===== src/rtl/trace_pattern_gen_pkg.sv =====
// Shared types and grid helpers for the wand-tracing target generator.
package trace_pattern_gen_pkg;

    localparam int         GRID_DIM  = 4;
    localparam int         CELLS     = 16;
    localparam logic [1:0] GRID_LAST = 2'(GRID_DIM - 1);

    typedef enum logic [2:0] {
        ST_IDLE,
        ST_GEN,
        ST_SHOW,
        ST_TRACE,
        ST_SCORE
    } state_e;

    typedef enum logic [1:0] {
        DIR_UP    = 2'd0,
        DIR_RIGHT = 2'd1,
        DIR_DOWN  = 2'd2,
        DIR_LEFT  = 2'd3
    } dir_e;

    function automatic logic [1:0] cell_row(input logic [3:0] idx);
        return idx[3:2];
    endfunction

    function automatic logic [1:0] cell_col(input logic [3:0] idx);
        return idx[1:0];
    endfunction

    // Returns {in_grid, neighbour_index} for one step from idx in direction dir.
    function automatic logic [4:0] cell_step(input logic [3:0] idx, input dir_e dir);
        logic [1:0] row;
        logic [1:0] col;
        logic       ok;
        row = cell_row(idx);
        col = cell_col(idx);
        ok  = 1'b0;
        case (dir)
            DIR_UP:    begin ok = (row != 2'd0);      row = row - 2'd1; end
            DIR_RIGHT: begin ok = (col != GRID_LAST); col = col + 2'd1; end
            DIR_DOWN:  begin ok = (row != GRID_LAST); row = row + 2'd1; end
            default:   begin ok = (col != 2'd0);      col = col - 2'd1; end
        endcase
        return {ok, row, col};
    endfunction

endpackage


===== src/rtl/trace_pattern_gen_lfsr16.sv =====
// 16-bit Galois LFSR (mask 16'hB400), stepping every cycle out of reset.
module lfsr16 #(
    parameter logic [15:0] seed = 16'hACE1
) (
    input  logic        clk,
    input  logic        reset,
    output logic [15:0] q
);

    logic [15:0] q_q;
    logic [15:0] q_d;

    always_comb begin
        q_d = {1'b0, q_q[15:1]};
        if (q_q[0]) begin
            q_d = q_d ^ 16'hB400;
        end
    end

    always_ff @(posedge clk or posedge reset) begin
        if (reset) begin
            q_q <= seed;
        end else begin
            q_q <= q_d;
        end
    end

    assign q = q_q;

endmodule


===== src/rtl/trace_pattern_gen.sv =====
// Round controller: random connected target path, timed show and trace windows, scoring.
// Optional moving snitch during TRACE is built when TRACE_SNITCH_EN is defined.
//
// state | meaning
// IDLE  | waiting for start; last result and path held
// GEN   | growing the random path one cell per cycle
// SHOW  | target displayed for SHOW_CYCLES
// TRACE | player traces; exits on completion or timeout
// SCORE | one-cycle result strobe
module trace_pattern_gen
    import trace_pattern_gen_pkg::*;
#(
    parameter int          PATH_LEN      = 6,
    parameter int          SHOW_CYCLES   = 50_000_000,
    parameter int          TRACE_CYCLES  = 250_000_000,
    parameter int          SNITCH_CYCLES = 25_000_000,
    parameter logic [15:0] LFSR_SEED     = 16'hACE1
) (
    input  logic        clk,
    input  logic        reset,
    input  logic        start,
    input  logic [15:0] already_traced,
    output logic [15:0] displayed_trace,
    output logic        show_trace,
    output logic        reset_trace,
    output logic [15:0] snitch_location,
    output logic        snitch_caught,
    output logic        round_done,
    output logic        round_pass,
    output logic [4:0]  hits,
    output logic [4:0]  misses
);

    localparam int TMR_MAX = (SHOW_CYCLES > TRACE_CYCLES) ? SHOW_CYCLES : TRACE_CYCLES;
    localparam int TMR_W   = $clog2(TMR_MAX + 1);

    function automatic logic [4:0] popcount16(input logic [15:0] v);
        logic [4:0] n;
        n = '0;
        for (int i = 0; i < CELLS; i++) begin
            n = n + 5'(v[i]);
        end
        return n;
    endfunction

    logic [15:0] lfsr;
    logic        unused_lfsr_hi;

    lfsr16 #(.seed(LFSR_SEED)) u_lfsr (
        .clk   (clk),
        .reset (reset),
        .q     (lfsr)
    );

    assign unused_lfsr_hi = ^lfsr[15:4];

    state_e             state_q,  state_d;
    logic [15:0]        disp_q,   disp_d;
    logic [3:0]         cur_q,    cur_d;
    logic [4:0]         cnt_q,    cnt_d;
    logic [TMR_W-1:0]   tmr_q,    tmr_d;
    logic [1:0]         guard_q,  guard_d;
    logic [4:0]         hits_q,   hits_d;
    logic [4:0]         misses_q, misses_d;
    logic               pass_q,   pass_d;

    logic [4:0]  step_cell;
    logic        found;
    logic [3:0]  next_cell;
    logic [4:0]  score_hits;
    logic [4:0]  score_misses;
    logic        complete;

    // First in-grid, unvisited neighbour scanning clockwise from lfsr[1:0].
    always_comb begin
        step_cell = '0;
        found     = 1'b0;
        next_cell = cur_q;
        for (int k = 0; k < 4; k++) begin
            step_cell = cell_step(cur_q, dir_e'(lfsr[1:0] + 2'(k)));
            if (!found && step_cell[4] && !disp_q[step_cell[3:0]]) begin
                found     = 1'b1;
                next_cell = step_cell[3:0];
            end
        end
    end

    always_comb begin
        state_d      = state_q;
        disp_d       = disp_q;
        cur_d        = cur_q;
        cnt_d        = cnt_q;
        tmr_d        = tmr_q;
        guard_d      = guard_q;
        hits_d       = hits_q;
        misses_d     = misses_q;
        pass_d       = pass_q;
        score_hits   = popcount16(already_traced & disp_q);
        score_misses = popcount16(already_traced & ~disp_q);
        complete     = ((already_traced & disp_q) == disp_q);

        case (state_q)
            ST_IDLE: begin
                if (start) begin
                    state_d  = ST_GEN;
                    disp_d   = 16'd1 << lfsr[3:0];
                    cur_d    = lfsr[3:0];
                    cnt_d    = 5'd1;
                    hits_d   = '0;
                    misses_d = '0;
                    pass_d   = 1'b0;
                end
            end
            ST_GEN: begin
                if (!found) begin
                    disp_d = 16'd1 << lfsr[3:0];
                    cur_d  = lfsr[3:0];
                    cnt_d  = 5'd1;
                end else begin
                    disp_d = disp_q | (16'd1 << next_cell);
                    cur_d  = next_cell;
                    cnt_d  = cnt_q + 5'd1;
                    if (cnt_q == 5'(PATH_LEN - 1)) begin
                        state_d = ST_SHOW;
                        tmr_d   = TMR_W'(SHOW_CYCLES - 1);
                    end
                end
            end
            ST_SHOW: begin
                if (tmr_q == '0) begin
                    state_d = ST_TRACE;
                    tmr_d   = TMR_W'(TRACE_CYCLES - 1);
                    guard_d = 2'd2;
                end else begin
                    tmr_d = tmr_q - 1'b1;
                end
            end
            ST_TRACE: begin
                if (guard_q != 2'd0) begin
                    guard_d = guard_q - 2'd1;
                end
                // guard_q masks the stale grid contents during the first two cycles
                if ((guard_q == 2'd0 && complete) || tmr_q == '0) begin
                    state_d  = ST_SCORE;
                    hits_d   = score_hits;
                    misses_d = score_misses;
                    pass_d   = (score_hits == 5'(PATH_LEN)) && (score_misses == 5'd0);
                end else begin
                    tmr_d = tmr_q - 1'b1;
                end
            end
            ST_SCORE: begin
                state_d = ST_IDLE;
            end
            default: begin
                state_d = ST_IDLE;
            end
        endcase
    end

    always_ff @(posedge clk or posedge reset) begin
        if (reset) begin
            state_q  <= ST_IDLE;
            disp_q   <= '0;
            cur_q    <= '0;
            cnt_q    <= '0;
            tmr_q    <= '0;
            guard_q  <= '0;
            hits_q   <= '0;
            misses_q <= '0;
            pass_q   <= 1'b0;
        end else begin
            state_q  <= state_d;
            disp_q   <= disp_d;
            cur_q    <= cur_d;
            cnt_q    <= cnt_d;
            tmr_q    <= tmr_d;
            guard_q  <= guard_d;
            hits_q   <= hits_d;
            misses_q <= misses_d;
            pass_q   <= pass_d;
        end
    end

`ifdef TRACE_SNITCH_EN
    localparam int SNT_W = $clog2(SNITCH_CYCLES + 1);

    logic [15:0]      snitch_q,  snitch_d;
    logic             caught_q,  caught_d;
    logic [SNT_W-1:0] snt_tmr_q, snt_tmr_d;
    logic [15:0]      snitch_cand;

    always_comb begin
        snitch_d    = snitch_q;
        caught_d    = caught_q;
        snt_tmr_d   = snt_tmr_q;
        snitch_cand = 16'd1 << lfsr[3:0];
        if (state_q == ST_IDLE && start) begin
            caught_d = 1'b0;
        end
        if (state_q == ST_SHOW && state_d == ST_TRACE) begin
            snitch_d  = ((snitch_cand & disp_q) != '0) ? '0 : snitch_cand;
            snt_tmr_d = SNT_W'(SNITCH_CYCLES - 1);
        end else if (state_q == ST_TRACE) begin
            if ((already_traced & snitch_q) != '0) begin
                caught_d = 1'b1;
            end
            if (state_d != ST_TRACE) begin
                snitch_d = '0;
            end else if (snt_tmr_q == '0) begin
                snt_tmr_d = SNT_W'(SNITCH_CYCLES - 1);
                if ((snitch_cand & disp_q) == '0) begin
                    snitch_d = snitch_cand;
                end
            end else begin
                snt_tmr_d = snt_tmr_q - 1'b1;
            end
        end
    end

    always_ff @(posedge clk or posedge reset) begin
        if (reset) begin
            snitch_q  <= '0;
            caught_q  <= 1'b0;
            snt_tmr_q <= '0;
        end else begin
            snitch_q  <= snitch_d;
            caught_q  <= caught_d;
            snt_tmr_q <= snt_tmr_d;
        end
    end

    assign snitch_location = snitch_q;
    assign snitch_caught   = caught_q;
`else
    localparam int unused_snitch_cycles = SNITCH_CYCLES;

    assign snitch_location = '0;
    assign snitch_caught   = 1'b0;
`endif

    assign displayed_trace = disp_q;
    assign show_trace      = (state_q == ST_SHOW);
    assign reset_trace     = (state_q == ST_TRACE) && (guard_q == 2'd2);
    assign round_done      = (state_q == ST_SCORE);
    assign round_pass      = pass_q;
    assign hits            = hits_q;
    assign misses          = misses_q;

endmodule


===== config.mk =====
export PLATFORM = sky130hd
export DESIGN_NAME = trace_pattern_gen
export DESIGN_NICKNAME = d
export VERILOG_FILES = /design/src/rtl/trace_pattern_gen_pkg.sv /design/src/rtl/trace_pattern_gen_lfsr16.sv /design/src/rtl/trace_pattern_gen.sv
export SDC_FILE = /design/constraint.sdc
export NUM_CORES = 1
export LEC_CHECK = 0
export CAP_MARGIN = 20
export CORE_MARGIN = 2
export CORE_UTILIZATION = 45
export CTS_CLUSTER_DIAMETER = 50
export DETAILED_ROUTE_END_ITERATION = 6
export HOLD_SLACK_MARGIN = 0.05
export PLACE_DENSITY = 0.69
export SLEW_MARGIN = 0
export SYNTH_ARGS = -nofsm -noshare
export SYNTH_HDL_FRONTEND = slang
export SYNTH_SLANG_ARGS = --single-unit

===== constraint.sdc =====
create_clock -name clk -period 5.8 [get_ports clk]
set_input_delay 1.16 -clock clk [delete_from_list [all_inputs] [get_ports clk]]
set_output_delay 1.16 -clock clk [all_outputs]
set_load 0.02 [all_outputs]

# After elaboration in Yosys (flattened, before gate mapping)

Cells that the tools add are included.

Memory bits (writable): 0
Output and inout port bits: 47
Memories kept: 0
Latch bits: 0
Input bits: 19
ROM bits: 0
Flip-flop bits (word level): 85

Shift-type cells: 2
$add $sub $neg: 40
Eq/ne operators: 25
$lt $le $gt $ge: 4
Bitwise operators: 5
Multipliers: 0
Muxes and demuxes: 60
Reduce and logical (&&, ||, !) cells: 42
Divide/modulo/power cells: 0

Operator list:

| kind                                                        | count |
|---|---|
| two-way mux 28 bit                                          | 4 |
| adder 5 x 1 -> 5 bit                                        | 22 |
| one-hot mux 28 bit (3 select lines)                         | 1 |
| two-way mux 16 bit                                          | 3 |
| one-hot mux 2 bit (2 select lines)                          | 9 |
| AND 16 bit                                                  | 2 |
| one-hot mux 16 bit (2 select lines)                         | 1 |
| left shift 1 x 4 -> 16 bit (first input constant)           | 2 |
| one-hot mux 5 bit (2 select lines)                          | 3 |
| zero test 28 bit                                            | 1 |
| subtractor 28 x 1 -> 28 bit (second input constant)         | 1 |
| two-way mux 5 bit                                           | 5 |
| two-way mux 4 bit                                           | 6 |
| less-than comparator 4 x 5 -> 1 bit (second input constant) | 4 |
| binary-select mux 1 bit (select 4 bit)                      | 4 |
| equality test 16 bit                                        | 1 |
| != test 2 bit (second input constant)                       | 8 |
| NOT 16 bit                                                  | 1 |
| bitwise OR 16 bit                                           | 1 |
| two-way mux 3 bit                                           | 5 |
| one-hot mux 1 bit (3 select lines)                          | 4 |
| one-hot mux 3 bit (4 select lines)                          | 1 |
| nonzero test 2 bit                                          | 6 |
| adder 4 x 1 -> 5 bit                                        | 2 |
| 31 further kinds                                            | 81 |

# Longest topological paths before layout

Depth in word-level cells: 24
Mapped depth: 16
Mapped depth without buffers: 15

# By module

From an unflattened synthesis, not the netlist that was laid out.

Cell total of the unflattened synthesis: 704
Area, all modules: 6,373.6 µm²

By module, submodules not included:

| module            | instances | area each (µm²) | cells an instance |
|---|---|---|---|
| trace_pattern_gen | 1         | 5,835.6         | 671 |
| lfsr16            | 1         | 538.0           | 33 |

# Worst setup path after synthesis

No wires, ideal clock.

Kind: input-to-reg
Start point: in already_traced[5]
End point: reg pass_q, in the netlist round_pass
Library setup time: 0.110 ns
Data required time: 5.690 ns
Cell stages on the path: 13
Path buffers: 0
Slack: 0.770 ns
Arrival: 4.920 ns
Cells stage by stage: and2_1 > fa_1 > inv_1 > fa_1 > fa_1 > fa_1 > inv_1 > ha_1 > fa_1 > a21o_1 > a2111oi_0 > nand4b_1 > o41ai_1

Cells in the longest elaborated chain, start to end: 16
Elaborated cells between the ends (all ways): 34
Those cells by class: add/sub: 22; eq/ne: 3; mux: 2; bitwise: 2; reduce/logical: 5

RTL lines:

| item                                                            | RTL line                                                                   | text |
|---|---|---|
| from (decl)                                                     | trace_pattern_gen.sv:22                                                    | `input logic [15:0] already_traced,` |
| AND 16 bit, on equally long branches                            | trace_pattern_gen.sv:98, trace_pattern_gen.sv:100, trace_pattern_gen.sv:99 |  |
| adder 5 x 1 -> 5 bit (11 in series)                             | trace_pattern_gen.sv:41                                                    | `n = n + 5'(v[i]);` |
| equality test 5 x 3 -> 1 bit or zero test 5 bit (tied branches) | trace_pattern_gen.sv:147                                                   | `pass_d = (score_hits == 5'(PATH_LEN)) && (score_misses == 5'd0);` |
| logical AND 1 bit                                               | trace_pattern_gen.sv:147                                                   |  |
| two-way mux 1 bit                                               | trace_pattern_gen.sv:143                                                   | `if ((guard_q == 2'd0 && complete) \|\| tmr_q == '0) begin` |
| one-hot mux 1 bit (2 select lines)                              | trace_pattern_gen.sv:102                                                   | `case (state_q)` |
| to (signal assigned)                                            | trace_pattern_gen.sv:181                                                   | `pass_q <= pass_d;` |
| to (decl)                                                       | trace_pattern_gen.sv:65                                                    | `logic pass_q, pass_d;` |

Several ways; a longest one is shown, not always the timed one. The select of a mux whose other input is x is not followed.
A chain may end at the register's enable or synchronous reset.

# Final worst setup path

Start point: in already_traced[11]
End point: reg pass_q, in the netlist round_pass

Cells in the longest elaborated chain, start to end: 10
Elaborated cells between the ends (all ways): 22
Those cells by class: add/sub: 10; eq/ne: 3; mux: 2; bitwise: 2; reduce/logical: 5

RTL lines:

| item                                                            | RTL line |
|---|---|
| AND 16 bit, on equally long branches                            | trace_pattern_gen.sv:98, trace_pattern_gen.sv:100, trace_pattern_gen.sv:99 |
| adder 5 x 1 -> 5 bit (5 in series)                              | trace_pattern_gen.sv:41 |
| equality test 5 x 3 -> 1 bit or zero test 5 bit (tied branches) | trace_pattern_gen.sv:147 |
| logical AND 1 bit                                               | trace_pattern_gen.sv:147 |
| two-way mux 1 bit                                               | trace_pattern_gen.sv:143 |
| one-hot mux 1 bit (2 select lines)                              | trace_pattern_gen.sv:102 |

Several ways; a longest one is shown, not always the timed one. The select of a mux whose other input is x is not followed.

==> flow_summary.toml <==
[status]
outcome = "complete, no violations"

[sta]
fin_skew_ps = 11.3
hold_ws_ps = 351
finalHoldViolCount = 0
rsz0062_at_grt = "false"
fmax_ghz = 0.185
finalWorstSetupSlack_ps = 399
tightestPinTransition_ps = 1090
drv_slew = 0
fin_crit_ps = 5400
fin_setup_tns_ps = 0
setup_viol = 0
slew_headroom_pct = 27.0
min_period_over_period_pct = 93.1

[worst_setup_path]
r2r_cells = 15
worstPathRequired_ps = 6030
cp_data_arrival_time_ps = 5630
end_kind = "flip-flop"
start_kind = "input port"
critPathKind = "input port to flip-flop"
cp_max_fo = 3
crit_path_max_incr_delay_ps = 550
rrSetupSlack_ps = 960
cp_slowest_cell = "fa_1"
worstPathCellList = "clkdlybuf4s50_1, nand2_1, fa_1, inv_1, fa_1, inv_1, fa_1, fa_1, inv_1, ha_1, fa_1, a21o_1, a2111oi_0, nand4b_1, o41ai_1"
cp_common_cell = "fa_1"

[synthesis]
synth_seq_cells = 85
synth_warnings = 0
synth_edf_count = 0
synth_cell_type_count = 90
ys_async_sr_fraction_pct = 100
yosysTopAreaCellShare_pct = 30.1
synthCells = 693
synthTopCellsByArea = "dfrtp_1, fa_1, mux2i_1, nand2_1, ha_1"
synth_flop_cell = "dfrtp_1"
synth_top_area_cell = "dfrtp_1"
netlist_area_sq_mm = 0.00641
syn-mean-instance-area_sq_um = 9.25
yosysSeqAreaShare_pct = 33.3

[placement]
portBuffers = 48
postPlaceCellArea_sq_mm = 0.00695
gp_congestion = 0.914
hpwl_um = 12200
dp_slack_ps = 41.8

[route]
drcViolationCount = 0
via_per_inst = 5.91
dr.pass1.iters = 5
ant_nets = 0
wl_um = 16700
drt_iter0_markers = 601
wl_per_cell_um = 18.3
vias = 5417

[clocking]
numCtsBuffers = 9
clk_pin_slew_ps = 70
cts.htree.levels = 3
clock_path_buffers = 2
root_buffer = "clkbuf_16"
cts_sinks = 85
cts_tree = "yes"
cts.hold.buffers_added = 0
cts-resized-gates = 0
clock_latency_ps = 340
cts_setup_buffers = 0

[final_layout]
diodes = 0
multi_input_area_sq_mm = 0.00385
fin_area_sq_mm = 0.00728
drive_gt1_share_pct = 9.51
n_fill_cell = 1256
regArea_sq_mm = 0.00214
nets = 789
synthToLayoutAreaGrowth_pct = 13.6

[grt]
grt_overflow_total = 0
track_usage_pct = 22.9
grt_max_degree = 47
grt_pass1_vias = 5209
antenna_found_initial = 0
grt_pass1_wl_um = 27200

[worst_hold_path]
min_path_cells = 0
hold_path.class = "flip-flop to flip-flop"

[floorplan]
rows = 43
die_w_um = 123
core-area_sq_mm = 0.0139
die_area_sq_mm = 0.0152
initial_core_util_pct = 46.2
die_h_um = 123
ios = 66

[run]
max_cap_violations = 0
sequential cells by signal, indices dropped and copies added (netlist names):
signal	flops
cnt_q	5
cur_q	4
displayed_trace	16
guard_q	2
hits	5
misses	5
round_pass	1
state_q	3
tmr_q	28
u_lfsr.q	16
area by class of cell:
type,instances,share of cell area [%]
Multi-Input combinational cell,526,52.9
Inverter,54,2.80
Tap cell,180,3.09
Timing Repair Buffer,55,7.32
Clock inverter,7,1.43
Clock buffer,9,3.09
Sequential cell,85,29.4
metal layers:
layer  up-vias  track usage [%]  wire [um]
met2       224             36.8       8000
li1       2525                -          -
met5         -                0          0
met3        15             4.61       1310
met1      2653             32.2       7240
met4         0             4.33        169
cells by family after synthesis:
kind of cell	count (synthesis)	share of synthesized area, %
compound gates	174	19.1
simple gates	227	18.4
mux	38	6.89
flops	85	33.3
buf+inv	98	7.51
fa+ha+maj	39	9.95
xor+xnor	31	4.76
other cells	1	0.0585
per-stage QoR:
step	cells	util [%]
6_report	916	52.5
3_3_place_gp	900	50.1
2_1_floorplan	709	-
3_5_place_dp	900	50.1
5_1_grt	916	52.5
4_1_cts	916	52.5
worst max-delay path: cells and delay by family:
family          cells  cell delay, ps
buf+inv             4             650
fa+ha+maj           6            2690
compound gates      3             870
simple gates        2             240
cells in the final DEF (no fill, tap or decap), types with 15 or more instances in the layout:
cell	n
nand3_1	19
inv_1	52
mux2i_1	30
nor3_1	15
dfrtp_1	77
ha_1	19
clkdlybuf4s50_1	48
fa_1	20
nor2_1	46
a21oi_1	27
o21ai_0	39
conb_1	17
xnor2_1	16
nand2_1	65
cell usage after synthesis (all sizes together) (4+ instances only):
master   n
inv     54
ha      19
fa      20
mux4     4
nand4    4
o22ai    8
clkbuf  12
nand2b  11
a22o    12
o21ai   49
buf     32
a21oi   31
nor4    12
mux2i   31
nor3    17
nand2   65
or3     11
dfrtp   77
nand3   19
and3     9
nor2    46
nor2b    8
a22oi    4
a31oi    9
o31ai   10
xor2    13
xnor2   18
a21o     9
dfstp    8
and2     9
path summary, 6_finish.rpt:
check | start | end
worst max register to register | displayed_trace[13]$_DFFE_PP0P_ | round_pass$_DFFE_PP0P_
max in group asynchronous | reset | tmr_q[25]$_DFFE_PP0P_
worst min-delay path | u_lfsr.q[4]$_DFF_PP0_ | u_lfsr.q[3]$_DFF_PP0_
min in group asynchronous | reset | u_lfsr.q[14]$_DFF_PP0_
worst min register to register | u_lfsr.q[4]$_DFF_PP0_ | u_lfsr.q[3]$_DFF_PP0_
worst max-delay path | already_traced[11] | round_pass$_DFFE_PP0P_
Power is left out: the tool's default activity adds up to more than one toggle a clock period on the data nets, which glitch-free logic cannot reach.
